### config.mk
export PLATFORM = sky130hd
export DESIGN_NAME = muldiv_unit
export DESIGN_NICKNAME = d
export VERILOG_FILES = /design/src/rtl/muldiv_unit.sv
export SDC_FILE = /design/constraint.sdc
export NUM_CORES = 1
export LEC_CHECK = 0
export CAP_MARGIN = 20
export CELL_PAD_IN_SITES_DETAIL_PLACEMENT = 0
export CELL_PAD_IN_SITES_GLOBAL_PLACEMENT = 1
export CORE_AREA = 2 2 239 241
export CTS_CLUSTER_SIZE = 30
export DETAILED_ROUTE_END_ITERATION = 10
export DIE_AREA = 0 0 241 243
export PLACE_DENSITY = 0.63
export SYNTH_ARGS = -nofsm -noshare
export SYNTH_HDL_FRONTEND = slang
export SYNTH_SLANG_ARGS = --single-unit
### constraint.sdc
create_clock -name clk -period 7.2 [get_ports clk]
set_clock_uncertainty 0.05 [all_clocks]
set_input_delay 1.08 -clock clk [delete_from_list [all_inputs] [get_ports clk]]
set_output_delay 1.08 -clock clk [all_outputs]
set_load 0.05 [all_outputs]
### src/rtl/muldiv_unit.sv
// -----------------------------------------------------------------------------
// muldiv_unit
//   Iterative RV32M multiply/divide unit for the EX stage of an in-order
//   pipeline. Multiply is radix-2 shift-add. Divide is radix-2 restoring
//   shift-subtract. Both work on operand magnitudes and fix the sign at the
//   end. One step is done per CALC cycle. Divide-by-zero and signed overflow
//   skip CALC and finish in a single cycle.
//
// Ports
//   clk     : single clock, rising edge
//   rst_n   : asynchronous active-low reset
//   start   : EX holds a valid RV32M instruction
//   funct3  : 000 MUL, 001 MULH, 010 MULHSU, 011 MULHU,
//             100 DIV, 101 DIVU, 110 REM,    111 REMU
//   a, b    : rs1 / rs2 operands (already forwarded)
//   flush   : EX flush from the hazard unit; aborts any operation
//   busy    : stall request (holds F, D, E)
//   done    : one-cycle pulse, result valid this cycle
//   result  : operation result, held until the next completed operation
// -----------------------------------------------------------------------------
module muldiv_unit #(
  parameter int XLEN = 32
) (
  input  logic            clk,
  input  logic            rst_n,
  input  logic            start,
  input  logic [2:0]      funct3,
  input  logic [XLEN-1:0] a,
  input  logic [XLEN-1:0] b,
  input  logic            flush,
  output logic            busy,
  output logic            done,
  output logic [XLEN-1:0] result
);

  localparam int CNT_W = $clog2(XLEN);
  localparam logic [CNT_W-1:0] LAST_STEP = CNT_W'(XLEN - 1);
  localparam logic [XLEN-1:0]  INT_MIN   = {1'b1, {(XLEN-1){1'b0}}};

  typedef enum logic [1:0] {
    IDLE = 2'd0,
    CALC = 2'd1,
    DONE = 2'd2
  } state_t;

  state_t            state;
  state_t            state_next;
  logic [CNT_W-1:0]  cnt;
  logic [2:0]        op_q;
  logic              neg_q;      // negate product / quotient
  logic              neg_r;      // negate remainder (dividend sign)
  logic [XLEN-1:0]   hi;         // product high half / partial remainder
  logic [XLEN-1:0]   lo;         // multiplier bits / dividend-quotient bits
  logic [XLEN-1:0]   mcand;      // multiplicand / divisor magnitude
  logic [XLEN-1:0]   res_calc;   // result of the operation in flight
  logic [XLEN-1:0]   res_q;      // last delivered result

  // ---------------------------------------------------------------------------
  // Accept-edge decode
  // ---------------------------------------------------------------------------
  logic            accept;
  logic            is_div;
  logic            a_signed;
  logic            b_signed;
  logic            a_neg;
  logic            b_neg;
  logic [XLEN-1:0] a_mag;
  logic [XLEN-1:0] b_mag;
  logic            div_zero;
  logic            div_ovf;
  logic            special;
  logic [XLEN-1:0] special_res;

  assign accept   = (state == IDLE) && start && !flush;
  assign is_div   = funct3[2];
  // Signed rs1: MUL, MULH, MULHSU, DIV, REM. Signed rs2: MUL, MULH, DIV, REM.
  assign a_signed = is_div ? !funct3[0] : (funct3 != 3'b011);
  assign b_signed = is_div ? !funct3[0] : !funct3[1];
  assign a_neg    = a_signed && a[XLEN-1];
  assign b_neg    = b_signed && b[XLEN-1];
  // Negating INT_MIN wraps back to INT_MIN, which is its correct unsigned magnitude.
  assign a_mag    = a_neg ? -a : a;
  assign b_mag    = b_neg ? -b : b;

  assign div_zero = is_div && (b == '0);
  assign div_ovf  = is_div && !funct3[0] && (a == INT_MIN) && (b == '1);
  assign special  = div_zero || div_ovf;

  always_comb begin
    // NOTE: every variable assigned in always_comb gets a default first so no latch is inferred.
    special_res = '0;
    if (div_zero) special_res = funct3[1] ? a : '1;
    else          special_res = funct3[1] ? '0 : INT_MIN;
  end

  // ---------------------------------------------------------------------------
  // One radix-2 step
  // ---------------------------------------------------------------------------
  logic [XLEN:0]   mul_sum;
  logic [XLEN:0]   div_shift;
  logic            div_ge;
  logic [XLEN-1:0] div_sub;
  logic [XLEN-1:0] step_hi;
  logic [XLEN-1:0] step_lo;

  assign mul_sum   = {1'b0, hi} + (lo[0] ? {1'b0, mcand} : '0);
  assign div_shift = {hi, lo[XLEN-1]};
  assign div_ge    = (div_shift >= {1'b0, mcand});
  // When div_ge holds, the true difference is below the divisor, so it fits in XLEN bits.
  assign div_sub   = div_shift[XLEN-1:0] - mcand;

  always_comb begin
    step_hi = hi;
    step_lo = lo;
    if (op_q[2]) begin
      step_hi = div_ge ? div_sub : div_shift[XLEN-1:0];
      step_lo = {lo[XLEN-2:0], div_ge};
    end else begin
      {step_hi, step_lo} = {mul_sum, lo[XLEN-1:1]};
    end
  end

  // Sign fix-up and selection, applied to the output of the final step.
  logic [2*XLEN-1:0] prod_s;
  logic [XLEN-1:0]   fin_res;

  assign prod_s = neg_q ? -{step_hi, step_lo} : {step_hi, step_lo};

  always_comb begin
    fin_res = '0;
    case (op_q)
      3'b000:                fin_res = prod_s[XLEN-1:0];
      3'b001, 3'b010, 3'b011: fin_res = prod_s[2*XLEN-1:XLEN];
      3'b100, 3'b101:        fin_res = neg_q ? -step_lo : step_lo;
      default:               fin_res = neg_r ? -step_hi : step_hi;
    endcase
  end

  // ---------------------------------------------------------------------------
  // Control FSM
  // ---------------------------------------------------------------------------
  always_comb begin
    state_next = state;
    case (state)
      IDLE: if (accept) state_next = special ? DONE : CALC;
      CALC: begin
        if (flush)                  state_next = IDLE;
        else if (cnt == LAST_STEP)  state_next = DONE;
      end
      DONE:    state_next = IDLE;
      default: state_next = IDLE;
    endcase
  end

  always_ff @(posedge clk or negedge rst_n) begin
    // NOTE: sequential state uses non-blocking assignments so every register samples pre-edge values.
    if (!rst_n) state <= IDLE;
    else        state <= state_next;
  end

  // ---------------------------------------------------------------------------
  // Datapath registers
  // ---------------------------------------------------------------------------
  always_ff @(posedge clk or negedge rst_n) begin
    if (!rst_n) begin
      cnt      <= '0;
      op_q     <= '0;
      neg_q    <= 1'b0;
      neg_r    <= 1'b0;
      hi       <= '0;
      lo       <= '0;
      mcand    <= '0;
      res_calc <= '0;
      res_q    <= '0;
    end else begin
      case (state)
        IDLE: begin
          if (accept) begin
            op_q  <= funct3;
            neg_q <= a_neg ^ b_neg;
            neg_r <= a_neg;
            cnt   <= '0;
            hi    <= '0;
            lo    <= is_div ? a_mag : b_mag;
            mcand <= is_div ? b_mag : a_mag;
            if (special) res_calc <= special_res;
          end
        end
        CALC: begin
          hi  <= step_hi;
          lo  <= step_lo;
          cnt <= cnt + 1'b1;
          if (cnt == LAST_STEP) res_calc <= fin_res;
        end
        DONE: begin
          // A flushed completion is discarded; the previous result stays visible.
          if (!flush) res_q <= res_calc;
        end
        default: ;
      endcase
    end
  end

  // ---------------------------------------------------------------------------
  // Outputs
  // ---------------------------------------------------------------------------
  // rst_n gates busy so that an asserted start cannot stall the pipe during reset.
  assign busy   = rst_n && ((state == CALC) || accept);
  assign done   = (state == DONE) && !flush;
  assign result = done ? res_calc : res_q;

endmodule
==> Word-level counts from Yosys, hierarchy flattened <==
Index checks and enable logic that the tools add are counted.
{ "op_classes": {"n_addsub": 8, "magnitude_cmp": 1, "n_eq_ne": 15, "n_mux": 33, "bitwise": 2, "reduce_logical": 26} }
{ "ops": {"columns": ["op", "count"], "rows": [
  ["$mux 32", 19],
  ["$pmux 32 s2", 3],
  ["$neg 32->32", 4],
  ["$pmux 32 s3", 1],
  ["$eq 32x32->1 const B", 2],
  ["$mux 64", 1],
  ["$neg 64->64", 1],
  ["$add 32x32->33", 1],
  ["$ge 33x32->1", 1],
  ["$logic_not 32->1", 1],
  ["$sub 32x32->32", 1],
  ["$logic_and 1x1->1", 10],
  ["$pmux 5 s2", 1],
  ["$mux 2", 4],
  ["$reduce_and 2->1", 4],
  ["$eq 3x2->1 const B", 2],
  ["$eq 3x3->1 const B", 2],
  ["$ne 2x2->1 const B", 3],
  ["$add 5x1->5 const B", 1],
  ["$eq 5x5->1 const B", 1],
  ["$mux 5", 1],
  ["$pmux 2 s2", 1],
  ["$reduce_and 4->1", 1],
  ["$eq 3x1->1 const B", 1],
  ["other kinds (14)", 18]
]} }
{ "totals": {"regBits": 172, "in_bits": 71, "out_inout_bits": 34, "word_cells": 95} }

==> Logic depth before layout (Yosys ltp) <==
{ "depth": {"ltp_word": 8, "depth_mapped": 23, "mapped_depth_nobuf": 20} }

==> Least setup slack after synthesis <==
Ideal clock, no wire load.
{ "synth_timing": {"path_kind": "reg2reg", "start": "register op_q[2]", "end": "register res_calc[26]", "setup_time_ns": 0.126, "t_arrival_ns": 5.265, "required_time_ns": 7.024, "path_slack_ns": 1.759, "stages_incl_launch_ff": 22, "n_path_buf": 9, "synth_period_minus_slack_ns": 5.441, "path_cell_list": "dfrtp_1 clkbuf_1 clkbuf_1 buf_1 buf_1 buf_2 clkbuf_1 buf_1 clkbuf_1 nor2_1 a21oi_1 ha_1 nor4b_1 nand4_1 o31a_1 nand3b_1 or2_2 clkbuf_1 o41ai_1 xnor2_1 a221oi_1 a221o_1"} }
{ "synth_between": {"elab_chain_cells": 6, "elab_cells_between_ends": 19, "cone_classes": "3 x add/sub; 5 x eq/ne; 8 x mux; 3 x reduce/logical"} }
{ "synth_rtl": {"columns": ["item", "line", "text"], "rows": [
  ["from (decl)", "49", "logic [2:0] op_q;"],
  ["from (signal assigned)", "179", "op_q <= funct3;"],
  ["$mux 32", "115", "if (op_q[2]) begin"],
  ["$neg 64->64 (tied with other cells)", "127", "assign prod_s = neg_q ? -{step_hi, step_lo} : {step_hi, step_lo};"],
  ["$mux 64 (tied with other cells)", "127", null],
  ["$pmux 32 s3 *", "131", "case (op_q)"],
  ["$mux 32 *", "193", "if (cnt == LAST_STEP) res_calc <= fin_res;"],
  ["$pmux 32 s2 *", "176", "case (state)"],
  ["to (signal assigned)", "186", "if (special) res_calc <= special_res;"],
  ["to (signal assigned)", "193", null],
  ["to (decl)", "55", "logic [XLEN-1:0] res_calc;"]
]} }
Mark *: on every way between the ends. The rest lies on a longest branch, timed or not. The select of a mux whose other input is x is not followed.
A chain may end at the register's enable or synchronous reset.

==> Worst setup path in the final report <==
{ "layout_timing": {"start": "register hi[19]", "end": "register res_calc[18]"} }
{ "layout_between": {"elab_chain_cells": 8, "elab_cells_between_ends": 14, "cone_classes": "4 x add/sub; 1 x order compare; 9 x mux"} }
{ "layout_rtl": {"columns": ["item", "line", "text"], "rows": [
  ["from (decl)", "52", "logic [XLEN-1:0] hi;"],
  ["from (signal assigned)", "190", "hi <= step_hi;"],
  ["$ge 33x32->1", "108", "assign div_ge = (div_shift >= {1'b0, mcand});"],
  ["$mux 32", "116", "step_hi = div_ge ? div_sub : div_shift[XLEN-1:0];"],
  ["$mux 32", "115", null],
  ["$neg 64->64 or $neg 32->32 (tied branches)", "127, 135", null],
  ["$mux 64 or $mux 32 (tied branches)", "127, 135", null],
  ["$pmux 32 s3 *", "131", null],
  ["$mux 32 *", "193", null],
  ["$pmux 32 s2 *", "176", null]
]} }
Marks and branches as above.

==> impl_metrics.tcl <==
set metrics [dict create \
    r2r_setup_slack_ps 840 \
    p_int_w 0.00346 \
    row_count 87 \
    core_um2 56000 \
    yosys_most_used_dff "dfrtp_1" \
    final_util_pct 35.0 \
    drt_iter0_drc 1841 \
    register_area_um2 4310 \
    outcome "complete, no violations" \
    finalSetupViolations 0 \
    final_cell_mix "o21ai_0, nand2_1, dfrtp_1" \
    layout_setup_ws_ps 839 \
    post_drt_via_cell_ratio 5.97 \
    num_io_pins 105 \
    crit_path_start_kind "register" \
    peakVddDrop_v 0.000223 \
    period_needed_ps 6360 \
    clockBufferDepth 2 \
    p_per_area_nw_per_um2 397 \
    drv_cap 0 \
    die_width_um 241 \
    start_util_pct 30.6 \
    holdCritPathClass "register to register" \
    worstSkewPairLatency_ps 510 \
    worstMarginPinSlew_ps 1260 \
    syn_to_final_growth_pct 14.1 \
    numCtsBuffers 17 \
    vias 18100 \
    synth_top_area_cell "dfrtp_1" \
    critPathMaxFanout 17 \
    relSlewSlack_pct 15.4 \
    p_leak_nw 7.75 \
    cts.repair.resized 0 \
    cts-root-buf "clkbuf_16" \
    clkSinkCount 172 \
    hpwl_um 63200 \
    synth_seq_cells 172 \
    gp_congestion 0.978 \
    synth.top_cells.by_area "dfrtp_1, o21ai_0, nand2_1, ha_1, a21oi_1" \
    first_pass_iters 6 \
    crit_arrival_ps 6680 \
    postRouteWirelength_um 80600 \
    ant_nets 0 \
    grt_start_max_net_pins 65 \
    port-buffer-count 104 \
    layout_commonest_cell "o21ai_0" \
    syn_area_um2 17100 \
    crit_type "register to register" \
    ys_types 92 \
    layout-drive-gt1-share_pct 7.03 \
    path_clk_slew_ps 80 \
    clkPwrFrac_pct 13.4 \
    fmax_mhz 157 \
    antenna_found_initial 6 \
    post-route-period-util_pct 88.3 \
    rsz0062_at_grt "false" \
    num-fill-cells 6033 \
    p_seq_share_pct 19.0 \
    finalMaxSlewViolations 0 \
    finalNetCount 2407 \
    drc 0 \
    cts_setup_buffers 0 \
    comb_power_share_pct 67.6 \
    synth.top_cell.area_share_pct 25.1 \
    swShare_pct 55.4 \
    finalHoldViolations 0 \
    die_h_um 243 \
    syn_area_per_cell_um2 7.67 \
    die_area_um2 58600 \
    synth_edf_count 0 \
    holdBufCountCts 0 \
    netlist_instances 2234 \
    crit_required_ps 7520 \
    multi_input_area_um2 12000 \
    grt_pass1_wl_um 119000 \
    synth_warnings 0 \
    synthArstFlopShare_pct 100 \
    switching_power_w 0.00430 \
    cts-htree-levels 4 \
    hold_ws_ps 448 \
    grt_usage_pct 27.6 \
    ys_seq_area_share_pct 25.1 \
    dp_slack_ps 1040 \
    grt_pass1_vias 17400 \
    grt-ovfl-total 0 \
    cts_tree "done" \
    fin_tns_setup_ps 0 \
    synth_fp_nets 2378 \
    cp-end-kind "register" \
    wl_per_cell_um 26.6 \
]
## per-layer routing
metal | share of wire [%] | GRT usage, %
met2 | 46 | 44.3
met4 | 4.0 | 11.4
met1 | 43 | 36.0
met3 | 6.7 | 5.45
met5 | 0 | 0
## Yosys cell counts (all sizes together), types with 18 or more instances
| cell | count |
|---|---|
| a211oi | 20 |
| a21o | 29 |
| a21oi | 160 |
| a221oi | 18 |
| a31oi | 24 |
| and2 | 49 |
| buf | 27 |
| clkbuf | 114 |
| dfrtp | 172 |
| ha | 71 |
| inv | 70 |
| mux2 | 40 |
| mux2i | 47 |
| nand2 | 250 |
| nand2b | 18 |
| nand3 | 71 |
| nand4 | 32 |
| nor2 | 159 |
| nor2b | 22 |
| nor3 | 68 |
| nor4 | 29 |
| o211ai | 46 |
| o21ai | 261 |
| o221ai | 41 |
| o31ai | 23 |
| o41ai | 19 |
| or3 | 18 |
| xnor2 | 81 |
| xor2 | 65 |
## power by group through the flow
stage | Combinational (W) | Clock (W) | Sequential (W)
4_1_cts | 0.00516 | 0.00106 | 0.00147
3_5_place_dp | 0.00513 | 0 | 0.00149
3_3_place_gp | 0.00516 | 0 | 0.00148
2_1_floorplan | 0.00340 | 0 | 0.00134
5_1_grt | 0.00566 | 0.00110 | 0.00151
6_report | 0.00524 | 0.00104 | 0.00147
## registers in the layout, summed over array words and instances, names as in the netlist
name / flops
hi: 32
cnt: 5
neg_q: 1
state: 2
res_calc: 32
op_q: 3
mcand: 32
lo: 32
neg_r: 1
res_q: 32
## cell type report
class | instances | share of cell area [%]
Clock inverter | 14 | 0.934
Antenna cell | 2 | 0.0256
Sequential cell | 172 | 22.0
Tap cell | 756 | 4.84
Timing Repair Buffer | 151 | 7.12
Multi-Input combinational cell | 1851 | 61.5
Clock buffer | 18 | 2.19
Inverter | 70 | 1.34
## worst max-delay path: stages (launching register included)
cell      delay [ps]
dfrtp_1          430
ha_1             410
a21oi_1          250
o21ai_1          220
a221oi_4         470
o211a_1          360
nand2_4          260
o21ai_0          300
a21o_1           260
ha_1             380
nor4b_1          490
nand4_1          200
o31a_1           220
nand3b_1         200
or4_1            650
o31ai_1          290
xor2_1           110
a221oi_1         510
o21ai_0          140
## path summary, 6_finish.rpt
kind                                         startpoint                        to  cells past startpoint
worst max-delay path                 hi[19]$_DFFE_PN0P_  res_calc[18]$_DFFE_PN0P_                     18
worst min-delay path            res_calc[0]$_DFFE_PN0P_   res_calc[0]$_DFFE_PN0P_                      2
worst max register to register       hi[19]$_DFFE_PN0P_  res_calc[18]$_DFFE_PN0P_                     18
worst min register to register  res_calc[0]$_DFFE_PN0P_   res_calc[0]$_DFFE_PN0P_                      2
max in group asynchronous                         rst_n       op_q[2]$_DFFE_PN0P_                      2
min in group asynchronous                         rst_n        cnt[3]$_DFFE_PN0P_                      1
## cell families after synthesis
kind of cell,count (synthesis),synth area share (%)
AND/OR/NAND/NOR,786,22.7
AO/OA/AOI/OAI,759,29.0
buffers and inverters,211,4.85
flip-flops,172,25.1
XOR/XNOR,146,7.46
multiplexers,87,5.38
adder cells (fa/ha/maj),73,5.42
## per-stage QoR
step                      instance area, um2  total power, W  instances
final                                  19600         0.00776       3034
after global routing                   19600         0.00826       3032
after CTS                              19600         0.00769       3032
after detailed placement               18900         0.00661       3000
after global placement                 18900         0.00664       3000
after floorplan                        17100         0.00475       2234
Note: power is estimated with default switching activity, not from simulation.
